## src/rtl/board_grid_gen.sv

```systemverilog
// board_grid_gen: registered pixel-to-cell decode and wrapping selection cursor for a COLS x ROWS board overlay.
// Optional macro SELRECT_BLINK_EN blinks selrect every BLINK_FRAMES frames, restarting on any cursor move.
module board_grid_gen #(
  parameter int COLS = 8,
  parameter int ROWS = 8,
  parameter int PITCH_X = 60,
  parameter int PITCH_Y = 60,
  parameter int X_OFF = 10,
  parameter int Y_OFF = 5,
  parameter int CELL_W = 50,
  parameter int CELL_H = 50,
  parameter int BLINK_FRAMES = 30,
  localparam int CW = $clog2(COLS),
  localparam int RW = $clog2(ROWS)
) (
  input  logic          clk,
  input  logic          rst_n,
  input  logic          pix_en,
  input  logic [9:0]    x,
  input  logic [9:0]    y,
  input  logic          mv_up,
  input  logic          mv_dn,
  input  logic          mv_lf,
  input  logic          mv_rt,
  output logic          inrect,
  output logic          selrect,
  output logic [CW-1:0] cell_col,
  output logic [RW-1:0] cell_row,
  output logic [CW-1:0] pos_x,
  output logic [RW-1:0] pos_y
);
  if (COLS < 2 || COLS > 16 || ROWS < 2 || ROWS > 16 || BLINK_FRAMES < 1) begin : g_bad
    $error("board_grid_gen: parameter out of range");
  end
  int xi, yi;
  logic col_hit, row_hit, hit, sel_hit, show;
  logic [CW-1:0] col_idx, nxt_x;
  logic [RW-1:0] row_idx, nxt_y;
  assign xi = {22'd0, x};
  assign yi = {22'd0, y};
  // Scan from the top index down so the lowest matching index is the one left standing.
  always_comb begin
    col_hit = 1'b0;
    col_idx = '0;
    for (int i = COLS - 1; i >= 0; i--)
      if (xi > PITCH_X * i + X_OFF && xi < PITCH_X * i + X_OFF + CELL_W) begin
        col_hit = 1'b1;
        col_idx = CW'(i);
      end
  end
  always_comb begin
    row_hit = 1'b0;
    row_idx = '0;
    for (int j = ROWS - 1; j >= 0; j--)
      if (yi > PITCH_Y * j + Y_OFF && yi < PITCH_Y * j + Y_OFF + CELL_H) begin
        row_hit = 1'b1;
        row_idx = RW'(j);
      end
  end
  assign hit = col_hit && row_hit;
  assign sel_hit = hit && col_idx == pos_x && row_idx == pos_y;
  always_comb begin
    nxt_x = (mv_rt && !mv_lf) ? (pos_x == CW'(COLS - 1) ? '0 : pos_x + 1'b1)
          : (mv_lf && !mv_rt) ? (pos_x == '0 ? CW'(COLS - 1) : pos_x - 1'b1)
          : pos_x;
    nxt_y = (mv_dn && !mv_up) ? (pos_y == RW'(ROWS - 1) ? '0 : pos_y + 1'b1)
          : (mv_up && !mv_dn) ? (pos_y == '0 ? RW'(ROWS - 1) : pos_y - 1'b1)
          : pos_y;
  end
  always_ff @(posedge clk or negedge rst_n)
    if (!rst_n) begin
      pos_x <= '0;
      pos_y <= '0;
    end else begin
      pos_x <= nxt_x;
      pos_y <= nxt_y;
    end
  always_ff @(posedge clk or negedge rst_n)
    if (!rst_n) begin
      inrect   <= 1'b0;
      selrect  <= 1'b0;
      cell_col <= '0;
      cell_row <= '0;
    end else if (pix_en) begin
      inrect   <= hit;
      selrect  <= sel_hit && show;
      cell_col <= hit ? col_idx : '0;
      cell_row <= hit ? row_idx : '0;
    end
`ifdef SELRECT_BLINK_EN
  localparam int BW = $clog2(BLINK_FRAMES + 1);
  logic [BW-1:0] frm_cnt;
  logic phase, frame_start, any_mv;
  assign frame_start = pix_en && x == '0 && y == '0;
  assign any_mv = mv_up || mv_dn || mv_lf || mv_rt;
  always_ff @(posedge clk or negedge rst_n)
    if (!rst_n) begin
      frm_cnt <= '0;
      phase   <= 1'b1;
    end else if (any_mv) begin
      frm_cnt <= '0;
      phase   <= 1'b1;
    end else if (frame_start) begin
      frm_cnt <= frm_cnt == BW'(BLINK_FRAMES - 1) ? '0 : frm_cnt + 1'b1;
      phase   <= frm_cnt == BW'(BLINK_FRAMES - 1) ? ~phase : phase;
    end
  assign show = phase;
`else
  assign show = 1'b1;
`endif
endmodule

```

## config.mk

```make
export PLATFORM = sky130hd
export DESIGN_NAME = board_grid_gen
export DESIGN_NICKNAME = d
export VERILOG_FILES = /design/src/rtl/board_grid_gen.sv
export SDC_FILE = /design/constraint.sdc
export NUM_CORES = 1
export LEC_CHECK = 0
export BUFFER_PORTS_ARGS = -buffer_cell sky130_fd_sc_hd__clkbuf_2
export CORE_ASPECT_RATIO = 0.75
export CORE_MARGIN = 5
export CORE_UTILIZATION = 53
export DETAILED_ROUTE_END_ITERATION = 16
export GPL_TIMING_DRIVEN = 0
export HOLD_SLACK_MARGIN = 0.15
export MAX_ROUTING_LAYER = met4
export PLACE_DENSITY_LB_ADDON = 0.3
export SYNTH_ARGS = -nofsm -noshare
export SYNTH_HDL_FRONTEND = slang
export SYNTH_SLANG_ARGS = --single-unit
export TNS_END_PERCENT = 100
```

## constraint.sdc

```tcl
create_clock -name clk -period 1.6 [get_ports clk]
set_input_delay 0.16 -clock clk [delete_from_list [all_inputs] [get_ports clk]]
set_output_delay 0.16 -clock clk [all_outputs]
set_load 0.01 [all_outputs]
```

* Word level (Yosys, flattened, before mapping)
Cells that the tools add are included.
** Cells by class
- $add $sub $neg :: 4
- Order comparisons :: 32
- Equality and inequality tests :: 4
- Multiplexer cells :: 42
- Reductions and logical operators :: 31
** Operators with widths (count)
- < comparator 10 x 9 -> 1 bit (second input constant) :: 8
- 2-to-1 mux 3 bit :: 26
- > comparator 10 x 9 -> 1 bit (second input constant) :: 6
- > comparator 10 x 8 -> 1 bit (second input constant) :: 5
- < comparator 10 x 8 -> 1 bit (second input constant) :: 4
- > comparator 10 x 7 -> 1 bit (second input constant) :: 3
- logical AND 1 bit :: 23
- < comparator 10 x 6 -> 1 bit (second input constant) :: 2
- < comparator 10 x 7 -> 1 bit (second input constant) :: 2
- 2-to-1 mux 1 bit :: 16
- > comparator 10 x 3 -> 1 bit (second input constant) :: 1
- > comparator 10 x 4 -> 1 bit (second input constant) :: 1
- adder 3 x 1 -> 3 bit (second input constant) :: 2
- equality test 3 bit :: 2
- equality test 3 bit (second input constant) :: 2
- logical NOT 3 bit :: 2
- subtractor 3 x 1 -> 3 bit (second input constant) :: 2
- logical NOT 1 bit :: 4
- nonzero test 2 bit :: 2
** Word-level totals
- Bits in registers :: 14
- Input port bits :: 27
- Output and inout bits :: 14

* Longest topological paths before layout
Gate-level depths: netlist of the first run.
- Word-level depth :: 13
- Depth in mapped cells :: 8

* Least setup slack after synthesis of the first run
OpenSTA, ideal clock, no wires.
- Path kind :: in2reg
- From :: input port y[3]
- To :: register selrect
- Setup time :: 140 ps
- Arrival time :: 1728 ps
- Data required time :: 1460 ps
- Path slack :: -268 ps
- Cell stages on the path :: 8
- Path through :: buf_4 > nor3_1 > or3_1 > a311oi_2 > nor4b_2 > or3b_1 > nand3_2 > o32ai_2
** On the way
- Cells in the longest elaborated chain, start to end :: 13
- Elaborated cells on any way between the ends :: 44
- Those cells by class :: order compare (16); eq/ne (1); mux (16); reduce/logical (11)
** RTL lines
- start, declared :: line 20 : input logic [9:0] y,
- branches (longest 12 deep; another with > comparator 10 x 9 -> 1 bit)
- logical AND 1 bit * :: line 61 : assign sel_hit = hit && col_idx == pos_x && row_idx == pos_y;
- end signal, assigned :: line 86 : selrect <= sel_hit && show;
- end, declared :: line 26 : output logic selrect,
Every way passes the cells marked *.
A chain may end at the register's enable or synchronous reset.

* Final worst setup path of the first run
- From :: input port y[5]
- To :: register selrect
The elaborated chain is that of the path after synthesis.

==> results of run 1 <==
-- metrics by stage --
stage / setup TNS, ns / hold WS, ns / utilization
floorplan: -1.158 / -0.1356 / -
global route: -1.015 / 0.3933 / 0.7490
finish: -0.3675 / 0.3454 / 0.7490
detailed placement: -3.784 / 0.08115 / 0.6309
CTS: -0.1475 / 0.3461 / 0.7089
global placement: -3.510 / 0.08230 / 0.6309
-- cell usage after synthesis, drive strengths merged (6+ instances only) --
cell     n
a21oi   13
buf      9
dfrtp   14
ha      10
inv     19
nand2   14
nand2b   7
nand3    6
nand4    7
nor2    16
nor3     7
o21ai   15
o22ai    7
-- layout make-up --
| class | instances | share of cell area |
|---|---|---|
| buffer | 10 | 0.04421 |
| clock buffer | 4 | 0.02560 |
| inverter | 19 | 0.03316 |
| multi-input combinational | 162 | 0.5765 |
| sequential | 14 | 0.1629 |
| tap | 38 | 0.02211 |
| timing repair buffer | 44 | 0.1355 |
-- flip-flops by register name (all words and copies together), names as in the netlist --
register,flops
cell_row,3
pos_x,3
pos_y,3
cell_col,3
selrect,1
inrect,1
-- power by group through the flow --
| stage | clock network, uW | registers (uW) | logic (uW) |
|---|---|---|---|
| 2_1_floorplan | 0 | 584 | 581 |
| 3_3_place_gp | 0 | 568 | 847 |
| 3_5_place_dp | 0 | 570 | 865 |
| 4_1_cts | 346 | 566 | 922 |
| 5_1_grt | 368 | 585 | 1100 |
| 6_report | 344 | 564 | 971 |
-- worst max-delay path: stages --
cell and delay [ns]:
buf_2 0.12, buf_6 0.14, nand3_2 0.08, o21ai_0 0.08, or4_1 0.54, and4bb_1 0.25
xnor2_1 0.14, nand4_1 0.12, o32ai_2 0.26
-- kinds of logic (layout without fill, tap and decap cells) --
| group | after synthesis | in the layout | synth area share |
|---|---|---|---|
| simple gates | 87 | 87 | 0.3261 |
| compound gates | 60 | 60 | 0.2534 |
| flops | 14 | 14 | 0.2260 |
| buf+inv | 29 | 77 | 0.08555 |
| fa+ha+maj | 10 | 10 | 0.08071 |
| xor+xnor | 5 | 5 | 0.02825 |
-- per-layer routing --
| metal | global-route usage | vias to the layer above | routed length [um] |
|---|---|---|---|
| met5 | - | - | 0 |
| met4 | 0.05789 | 0 | 122 |
| met3 | 0.03399 | 12 | 322 |
| met2 | 0.3281 | 90 | 2232 |
| met1 | 0.3164 | 843 | 2130 |
| li1 | - | 856 | - |
-- path summary, 6_finish.rpt --
kind | end | slack, ns | cells after the start
worst min register to register | cell_col[0] | 0.54 | 2
worst min-delay path | pos_x[2] | 0.35 | 3
worst max register to register | pos_y[1] | 0.13 | 5
max in group asynchronous | cell_col[2] | 0.98 | 2
min in group asynchronous | cell_row[1] | 0.36 | 2
worst max-delay path | selrect | -0.15 | 9
-- placed cells by master (no fill, tap or decap), types with 2 or more instances in the layout --
cell type,n
a211oi_1,2
a211oi_2,2
a21o_1,2
a21oi_1,11
a311oi_1,2
a31oi_1,3
and3_1,4
buf_2,2
buf_4,10
buf_6,6
clkbuf_2,29
clkbuf_8,6
dfrtp_1,14
ha_1,10
inv_1,19
nand2_1,11
nand2_2,3
nand2b_1,5
nand2b_4,2
nand3_1,3
nand3_2,2
nand3b_1,3
nand4_1,7
nor2_1,14
nor2_2,2
nor2b_1,3
nor3_1,6
nor3b_1,2
nor4_1,2
nor4b_2,2
o21ai_0,12
o21ai_2,2
o22ai_1,7
o31ai_1,3
or3_4,2
xnor2_1,3
xnor2_2,2
-- timing repair --
item	4_1_cts	5_1_grt
hold buffers	1	0
setup buffers	9	1
pin swaps	13	10
endpoints found under the hold margin	14	0
gates resized for setup	22	22
setup endpoints to repair	8	8
==> parameters.txt, run 1 <==
Parameter                              Value

Run status
  Result of the run ... finished with violations
  Violations in the final reports ... setup timing

Final layout
  Multi-input logic area ... 1240 um2
  Area added between synthesis and finish ... 38.74%
  Proportion of layout cells with a drive suffix above 1 ... 0.3636
  Antenna cell count ... 0
  Final std cell area, no fill ... 2151 um2
  Storage element area ... 350.3 um2
  Count of non-filler cells in the finished layout ... 291
  Layout Nets ... 291
  Number of filler instances in the final layout ... 223

Pwr
  Worst voltage drop across the vdd grid ... 751.8 uV
  Share of total power in combinational logic ... 0.517
  Sequential Power Share ... 0.300
  Cell internal power dissipation ... 1105 uW
  Leak ... 0.0009310 uW
  Clk pwr share ... 0.183
  Sum of internal, switching and leakage power ... 1880 uW
  Net Sw Frac ... 0.4120
  Pwr Density ... 874.1 nW/um2
  Switching power of the nets ... 774.6 uW

Route
  DR vias ... 1,801
  Antenna-violating nets left ... 0
  # DRC ... 0
  Final wirelength ... 4.807 mm
  Average wire length per cell after detail routing ... 16.52 um
  Iteration count of the initial detailed-routing pass ... 4
  Average via count per standard cell ... 6.189
  Number of DRC markers in iteration 0 ... 192

Logic synthesis
  Synth Register Bits ... 14
  Number of enable flip-flop cells after synthesis ... 0
  Number of distinct library cells after synthesis ... 47
  Most used flip-flop cell after synthesis ... dfrtp_1
  Synth area leader ... dfrtp_1
  Main area contributors after synthesis ... dfrtp_1 23%, ha_1 8.1%, o21ai_0 4.8%
  Mapped Avg Cell Area ... 7.562 um2
  Sequential area share after synthesis ... 0.2260
  Proportion of register bits with asynchronous set or reset after synthesis ... 1.000
  Proportion of netlist area held by the largest area contributor ... 0.2260
  Post-synthesis cell count ... 205
  Mapped Area ... 1550 um2
  Net count after synthesis ... 242
  Number of warnings printed during yosys synthesis ... 0

Clock network
  Root buffer selected by CTS ... clkbuf_8
  Later-pin clock latency in the skew report ... 0.24 ns
  CTS clk-pin slew, worst paths ... 0.06 ns
  Htree depth ... 1
  Clock Path Buffers ... 2
  Clk sinks ... 14
  CTS tree ... done
  Num CTS Buffers ... 3

Setup path
  Critical Path Sink Type ... flip-flop
  Endpoint arrival time on the critical path ... 1.90 ns
  Critical Path Fanout Max ... 8
  Element type at the critical path start ... primary input
  Critical Path Source ... y[5]
  Worst Setup Path Type ... primary input to flip-flop
  RR Startpoint ... pos_y[0]
  Data required time at the worst endpoint ... 1.75 ns

Place
  Pre-CTS setup slack ... -0.5042 ns
  Placed instance count ... 276
  Input/output buffers ... 33
  Placer's final routability congestion estimate ... 0.9075
  Final HPWL from detailed placement ... 3.036 mm
  Post-Place Cell Area ... 1812 um2

Min path
  Type of the most critical hold path ... primary input to flip-flop
  Worst Hold Launch ... mv_rt

Timing
  Transition time at the pin with the least slew margin ... 0.5829 ns
  Rel. slew slack ... 0.6114
  Count of endpoints failing hold in the final timing report ... 0
  Setup repair after global routing missed its margin ... true
  Final count of negative-setup-slack endpoints ... 7
  Number of max-slew violations in the final report ... 0
  Post-layout worst setup margin ... -0.1464 ns
  Final period util ... 1.092
  Maximum clock rate ... 572.6 MHz
  Final Critical Period ... 1.746 ns
  Max Clock Skew ... 0.001130 ns

Run
  Number of maximum-capacitance constraint violations ... 0

Floorplanning
  DIE HEIGHT ... 56.84 um
  Initial Utilization ... 0.5399
  Ports ... 41
  FP Rows ... 17
  DIE WIDTH ... 72.45 um
  Die area ... 4118 um2
  Core area ... 2872 um2

GRT
  Number of antenna violations at the first check in global routing ... 0
  Congestion Overflow GR ... 0
  Vias in the first global route ... 1,626
  Pin count of the biggest net entering global routing ... 15
  Wire length of the first global-routing pass ... 7.327 mm
  Combined global-route utilization of all metal layers ... 0.2226
Power figures use the tool's default switching activity.
==> run 2, diff against run 1 <==
--- a/config.mk
+++ b/config.mk
@@ -5,10 +5,12 @@
 export SDC_FILE = /design/constraint.sdc
 export NUM_CORES = 1
 export LEC_CHECK = 0
-export BUFFER_PORTS_ARGS = -buffer_cell sky130_fd_sc_hd__clkbuf_2
+export BUFFER_PORTS_ARGS = -buffer_cell sky130_fd_sc_hd__buf_4
+export CELL_PAD_IN_SITES_DETAIL_PLACEMENT = 1
+export CELL_PAD_IN_SITES_GLOBAL_PLACEMENT = 1
 export CORE_ASPECT_RATIO = 0.75
 export CORE_MARGIN = 5
-export CORE_UTILIZATION = 53
+export CORE_UTILIZATION = 38
 export DETAILED_ROUTE_END_ITERATION = 16
 export GPL_TIMING_DRIVEN = 0
 export HOLD_SLACK_MARGIN = 0.15
==> parameters.txt, run 2 (synthesis results as in run 1) <==
Parameter                              Value

Timing
  Final count of negative-setup-slack endpoints ... 7
  Rel. slew slack ... 0.5788
  Final period util ... 1.107
  Post-layout worst setup margin ... -0.1719 ns
  Maximum clock rate ... 564.4 MHz
  Number of max-slew violations in the final report ... 0
  Count of endpoints failing hold in the final timing report ... 0
  Transition time at the pin with the least slew margin ... 0.6317 ns
  Max Clock Skew ... 0.003571 ns
  Final Critical Period ... 1.772 ns
  Setup repair after global routing missed its margin ... true

Route
  Antenna-violating nets left ... 0
  Number of DRC markers in iteration 0 ... 112
  DR vias ... 1,818
  Final wirelength ... 5.834 mm
  Average wire length per cell after detail routing ... 18.64 um
  Iteration count of the initial detailed-routing pass ... 4
  Average via count per standard cell ... 5.808
  # DRC ... 0

Place
  Input/output buffers ... 33
  Final HPWL from detailed placement ... 3.801 mm
  Pre-CTS setup slack ... -0.5521 ns
  Placer's final routability congestion estimate ... 0.8627
  Post-Place Cell Area ... 1916 um2

Floorplanning
  FP Rows ... 20
  Initial Utilization ... 0.3872
  Die area ... 5470 um2
  DIE HEIGHT ... 65.32 um
  Ports ... 41
  Core area ... 4004 um2
  DIE WIDTH ... 83.75 um

Pwr
  Clk pwr share ... 0.143
  Cell internal power dissipation ... 1156 uW
  Leak ... 0.0009991 uW
  Net Sw Frac ... 0.4258
  Switching power of the nets ... 856.9 uW
  Pwr Density ... 862.9 nW/um2
  Sequential Power Share ... 0.285
  Worst voltage drop across the vdd grid ... 888.0 uV
  Share of total power in combinational logic ... 0.572

Clock network
  Num CTS Buffers ... 3
  Clk sinks ... 14
  CTS tree ... done
  Root buffer selected by CTS ... clkbuf_8
  Htree depth ... 1
  CTS clk-pin slew, worst paths ... 0.06 ns
  Clock Path Buffers ... 2
  Later-pin clock latency in the skew report ... 0.24 ns

Final layout
  Storage element area ... 351.6 um2
  Area added between synthesis and finish ... 50.44%
  Layout Nets ... 297
  Most common cell after layout, fill and taps aside ... buf_4
  Final std cell area, no fill ... 2332 um2
  Proportion of layout cells with a drive suffix above 1 ... 0.3798
  Most frequent cells in the layout ... 43 x buf_4, 19 x inv_1, 15 x nor2_1
  Multi-input logic area ... 1282 um2
  Antenna cell count ... 0
  Number of filler instances in the final layout ... 486

Setup path
  Worst Setup Path Type ... primary input to flip-flop
  Endpoint arrival time on the critical path ... 1.92 ns
  Data required time at the worst endpoint ... 1.75 ns
  Critical Path Source ... y[5]
  Element type at the critical path start ... primary input
  Critical Path Sink Type ... flip-flop
  Critical Path Fanout Max ... 5
  RR Startpoint ... pos_x[0]

GRT
  Wire length of the first global-routing pass ... 8.921 mm
  Congestion Overflow GR ... 0
  Pin count of the biggest net entering global routing ... 15
  Vias in the first global route ... 1,819
  Number of antenna violations at the first check in global routing ... 0
  Combined global-route utilization of all metal layers ... 0.2023

Run status
  Violations in the final reports ... setup timing
  Result of the run ... finished with violations

Min path
  Type of the most critical hold path ... primary input to asynchronous set/reset pin

Run
  Number of maximum-capacitance constraint violations ... 0
[run 2: changes by cell type in the layout (fill, tap and decap cells not counted), moves of 2 or more]
cell and change:
clkbuf_8 -3, clkbuf_2 -29, buf_6 +2, buf_12 +2, buf_4 +33, a211oi_2 -2, o21ai_1 +2, a211oi_4 +2
[run 2: layer usage]
metal  share of wire  GRT usage
met2            0.48     0.3373
met3           0.038    0.01754
met4           0.014    0.03012
met5               0          -
met1            0.47     0.2763
[run 2: path summary, 6_finish.rpt]
check                           depth (start not counted)           to  slack [ns]
worst max-delay path                                   11      selrect       -0.17
worst min-delay path                                    2  cell_col[0]        0.29
worst max register to register                          6     pos_x[2]        0.12
worst min register to register                          2  cell_row[0]        0.53
max in group asynchronous                               2     pos_y[0]        1.13
min in group clk                                        3     pos_x[0]        0.37
[run 2: area by class of cell]
type                    count  area share
plain buffers              10     0.04560
flip-flops and latches     14      0.1508
multi-input cells         162      0.5499
clock buffers               3     0.01770
inverters                  19     0.03058
well taps                  55     0.02951
repair buffers             50      0.1760
[run 2: power by group through the flow]
stage	Combinational [uW]	Sequential [uW]	Clock, uW
after floorplan	581	584	0
after global placement	928	570	0
after detailed placement	966	574	0
after CTS	1050	573	292
after global routing	1280	593	310
final	1150	574	288
[run 2: metrics by stage]
step | total power (uW) | hold slack [ns] | utilization | instances | TNS, ns
6_report | 2013 | 0.2927 | 0.5825 | 313 | -0.4395
5_1_grt | 2178 | 0.3279 | 0.5825 | 313 | -1.218
4_1_cts | 1915 | 0.2971 | 0.5475 | 309 | -0.3234
3_5_place_dp | 1540 | 0.01961 | 0.4784 | 293 | -4.138
3_3_place_gp | 1499 | 0.01730 | 0.4784 | 293 | -3.443
2_1_floorplan | 1166 | -0.1356 | - | 205 | -1.158
[run 2: critical path: stages]
cell      delay [ns]
buf_8           0.10
buf_6           0.12
nor3b_4         0.19
o21ai_1         0.11
a221oi_2        0.24
buf_4           0.17
nor4b_4         0.05
buf_4           0.16
xnor2_2         0.18
nand4_1         0.17
o32ai_2         0.27
[run 2: what timing repair did]
item,CTS,global route
resized for setup,34,21
hold buffers,1,0
cloned,1,0
hold endpoints to repair,14,0
buffers inserted,11,4
pin swaps,20,11
setup endpoints to repair,8,8
==> run 3, diff against run 2 <==
--- a/config.mk
+++ b/config.mk
@@ -10,7 +10,8 @@
 export CELL_PAD_IN_SITES_GLOBAL_PLACEMENT = 1
 export CORE_ASPECT_RATIO = 0.75
 export CORE_MARGIN = 5
-export CORE_UTILIZATION = 38
+export CORE_UTILIZATION = 39
+export CTS_BUF_LIST = sky130_fd_sc_hd__clkbuf_4
 export DETAILED_ROUTE_END_ITERATION = 16
 export GPL_TIMING_DRIVEN = 0
 export HOLD_SLACK_MARGIN = 0.15
==> parameters.txt, run 3 (synthesis results as in run 1) <==
Parameter                              Value

Route
  Average via count per standard cell ... 6.201
  Average wire length per cell after detail routing ... 20.84 um
  Antenna-violating nets left ... 0
  Iteration count of the initial detailed-routing pass ... 4
  # DRC ... 0
  Number of DRC markers in iteration 0 ... 200
  DR vias ... 1,941
  Final wirelength ... 6.523 mm

Clock network
  CTS tree ... done
  Num CTS Buffers ... 3
  Root buffer selected by CTS ... clkbuf_4
  Clock Path Buffers ... 2
  Later-pin clock latency in the skew report ... 0.28 ns
  Clk sinks ... 14
  Htree depth ... 1
  CTS clk-pin slew, worst paths ... 0.09 ns

Final layout
  Count of non-filler cells in the finished layout ... 313
  Area added between synthesis and finish ... 49.96%
  Layout Nets ... 299
  Proportion of layout cells with a drive suffix above 1 ... 0.4023
  Antenna cell count ... 0
  Most common cell after layout, fill and taps aside ... buf_4
  Storage element area ... 351.6 um2
  Final Util ... 0.6189
  Most frequent cells in the layout ... 48 x buf_4, 19 x inv_1, 14 x nor2_1
  Multi-input logic area ... 1281 um2
  Number of filler instances in the final layout ... 462

Timing
  Count of endpoints failing hold in the final timing report ... 0
  Rel. slew slack ... 0.5844
  Number of max-slew violations in the final report ... 0
  Final period util ... 1.091
  Setup repair after global routing missed its margin ... true
  Transition time at the pin with the least slew margin ... 0.6234 ns
  Max Clock Skew ... 0.004919 ns
  Final Critical Period ... 1.746 ns
  Maximum clock rate ... 572.8 MHz
  Post-layout worst setup margin ... -0.1457 ns
  Final count of negative-setup-slack endpoints ... 8

Floorplanning
  FP Rows ... 19
  Core area ... 3756 um2
  Initial Utilization ... 0.4127
  DIE WIDTH ... 82.80 um
  Ports ... 41
  Die area ... 5349 um2
  DIE HEIGHT ... 64.60 um

GRT
  Vias in the first global route ... 1,974
  Wire length of the first global-routing pass ... 9.418 mm
  Congestion Overflow GR ... 0
  Pin count of the biggest net entering global routing ... 15
  Combined global-route utilization of all metal layers ... 0.2166
  Number of antenna violations at the first check in global routing ... 0

Setup path
  Slowest cell delay on critical path ... 0.45 ns
  Endpoint arrival time on the critical path ... 1.88 ns
  Cell breakdown of the critical path ... buf_12 > nor3_4 > or3_4 > a311oi_2 > buf_4 > nor4b_4 > or3b_4 > nand3_4 > o22ai_1
  Crit-path slowest cell ... or3b_4
  Worst reg-to-reg path cell count ... 5
  Critical Path Fanout Max ... 7
  Worst Setup Path Type ... primary input to flip-flop
  Element type at the critical path start ... primary input
  Flop-to-flop setup slack ... 0.11 ns
  Critical Path Sink Type ... flip-flop
  Data required time at the worst endpoint ... 1.73 ns
  RR Startpoint ... pos_x[0]
  End of the worst register-to-register path ... pos_x[1]

Pwr
  Worst voltage drop across the vdd grid ... 864.2 uV
  Pwr Density ... 816.4 nW/um2
  Sum of internal, switching and leakage power ... 1898 uW
  Leak ... 0.0009979 uW

Run
  Number of maximum-capacitance constraint violations ... 0

Place
  Pre-CTS setup slack ... -0.5357 ns
  Placer's final routability congestion estimate ... 0.8597
  Placed instance count ... 290
  Final HPWL from detailed placement ... 3.826 mm
  Input/output buffers ... 33

Run status
  Result of the run ... finished with violations
  Violations in the final reports ... setup timing

Min path
  Type of the most critical hold path ... primary input to asynchronous set/reset pin
run 3: cell types whose count changed in the layout (fill, tap and decap cells not counted), moves of 2 or more:
cell | before | now
nor4_2 | 0 | 2
clkbuf_8 | 3 | 0
clkbuf_4 | 2 | 4
buf_6 | 8 | 6
buf_4 | 43 | 48
o21ai_2 | 1 | 3
o21ai_1 | 3 | 0
run 3: final cells by class:
type	instances	area share
well taps	52	0.02799
clock inverters	1	0.001615
repair buffers	52	0.1830
clock buffers	3	0.009688
plain buffers	10	0.04467
multi-input cells	162	0.5511
flip-flops and latches	14	0.1512
inverters	19	0.03068
run 3: routing by layer:
metal,up-vias,track usage,wire [um],share of wire
li1,870,-,-,-
met1,937,0.2650,2671,0.41
met2,109,0.3670,3112,0.48
met3,25,0.04430,537,0.082
met4,0,0.05918,201,0.031
met5,-,-,0,0
run 3: worst max path at each step:
| stage | startpoint | end | slack (ns) | cells after the start |
|---|---|---|---|---|
| final | y[3] | cell_col[0] | -0.15 | 9 |
| after global routing | x[3] | selrect | -0.20 | 8 |
| after CTS | y[1] | selrect | -0.06 | 9 |
| after detailed placement | y[1] | selrect | -0.54 | 8 |
| after global placement | y[1] | selrect | -0.48 | 8 |
| after floorplan | y[3] | selrect | -0.17 | 8 |
run 3: report_power, final:
group | switching (uW) | total [uW] | leakage, uW | internal, uW
logic | 581 | 1110 | 0.000804 | 531
registers | 134 | 576 | 0.000179 | 442
clock network | 119 | 209 | 0.0000154 | 90.4
total | 835 | 1900 | 0.000998 | 1060
run 3: what timing repair did:
item | in CTS | in global routing
pin swaps | 17 | 11
buffers inserted | 16 | 2
hold endpoints to repair | 14 | 0
endpoints found under the setup margin | 8 | 10
gates resized for setup | 30 | 26
gates cloned | 1 | 0
hold buffers | 1 | 0
run 3: per-stage QoR:
step                instance area [um2]  hold slack [ns]  TNS [ns]
finish                             2325           0.2611   -0.8995
global route                       2325           0.2824    -1.230
CTS                                2191           0.2508   -0.3560
detailed placement                 1912          0.02063    -3.865
global placement                   1912          0.01610    -3.392
floorplan                          1599          -0.1356    -1.158
run 3: worst max-delay path, delay by kind of cell:
family	cells	cell delay [ns]
simple gates	5	1.23
buf+inv	2	0.27
compound gates	2	0.20
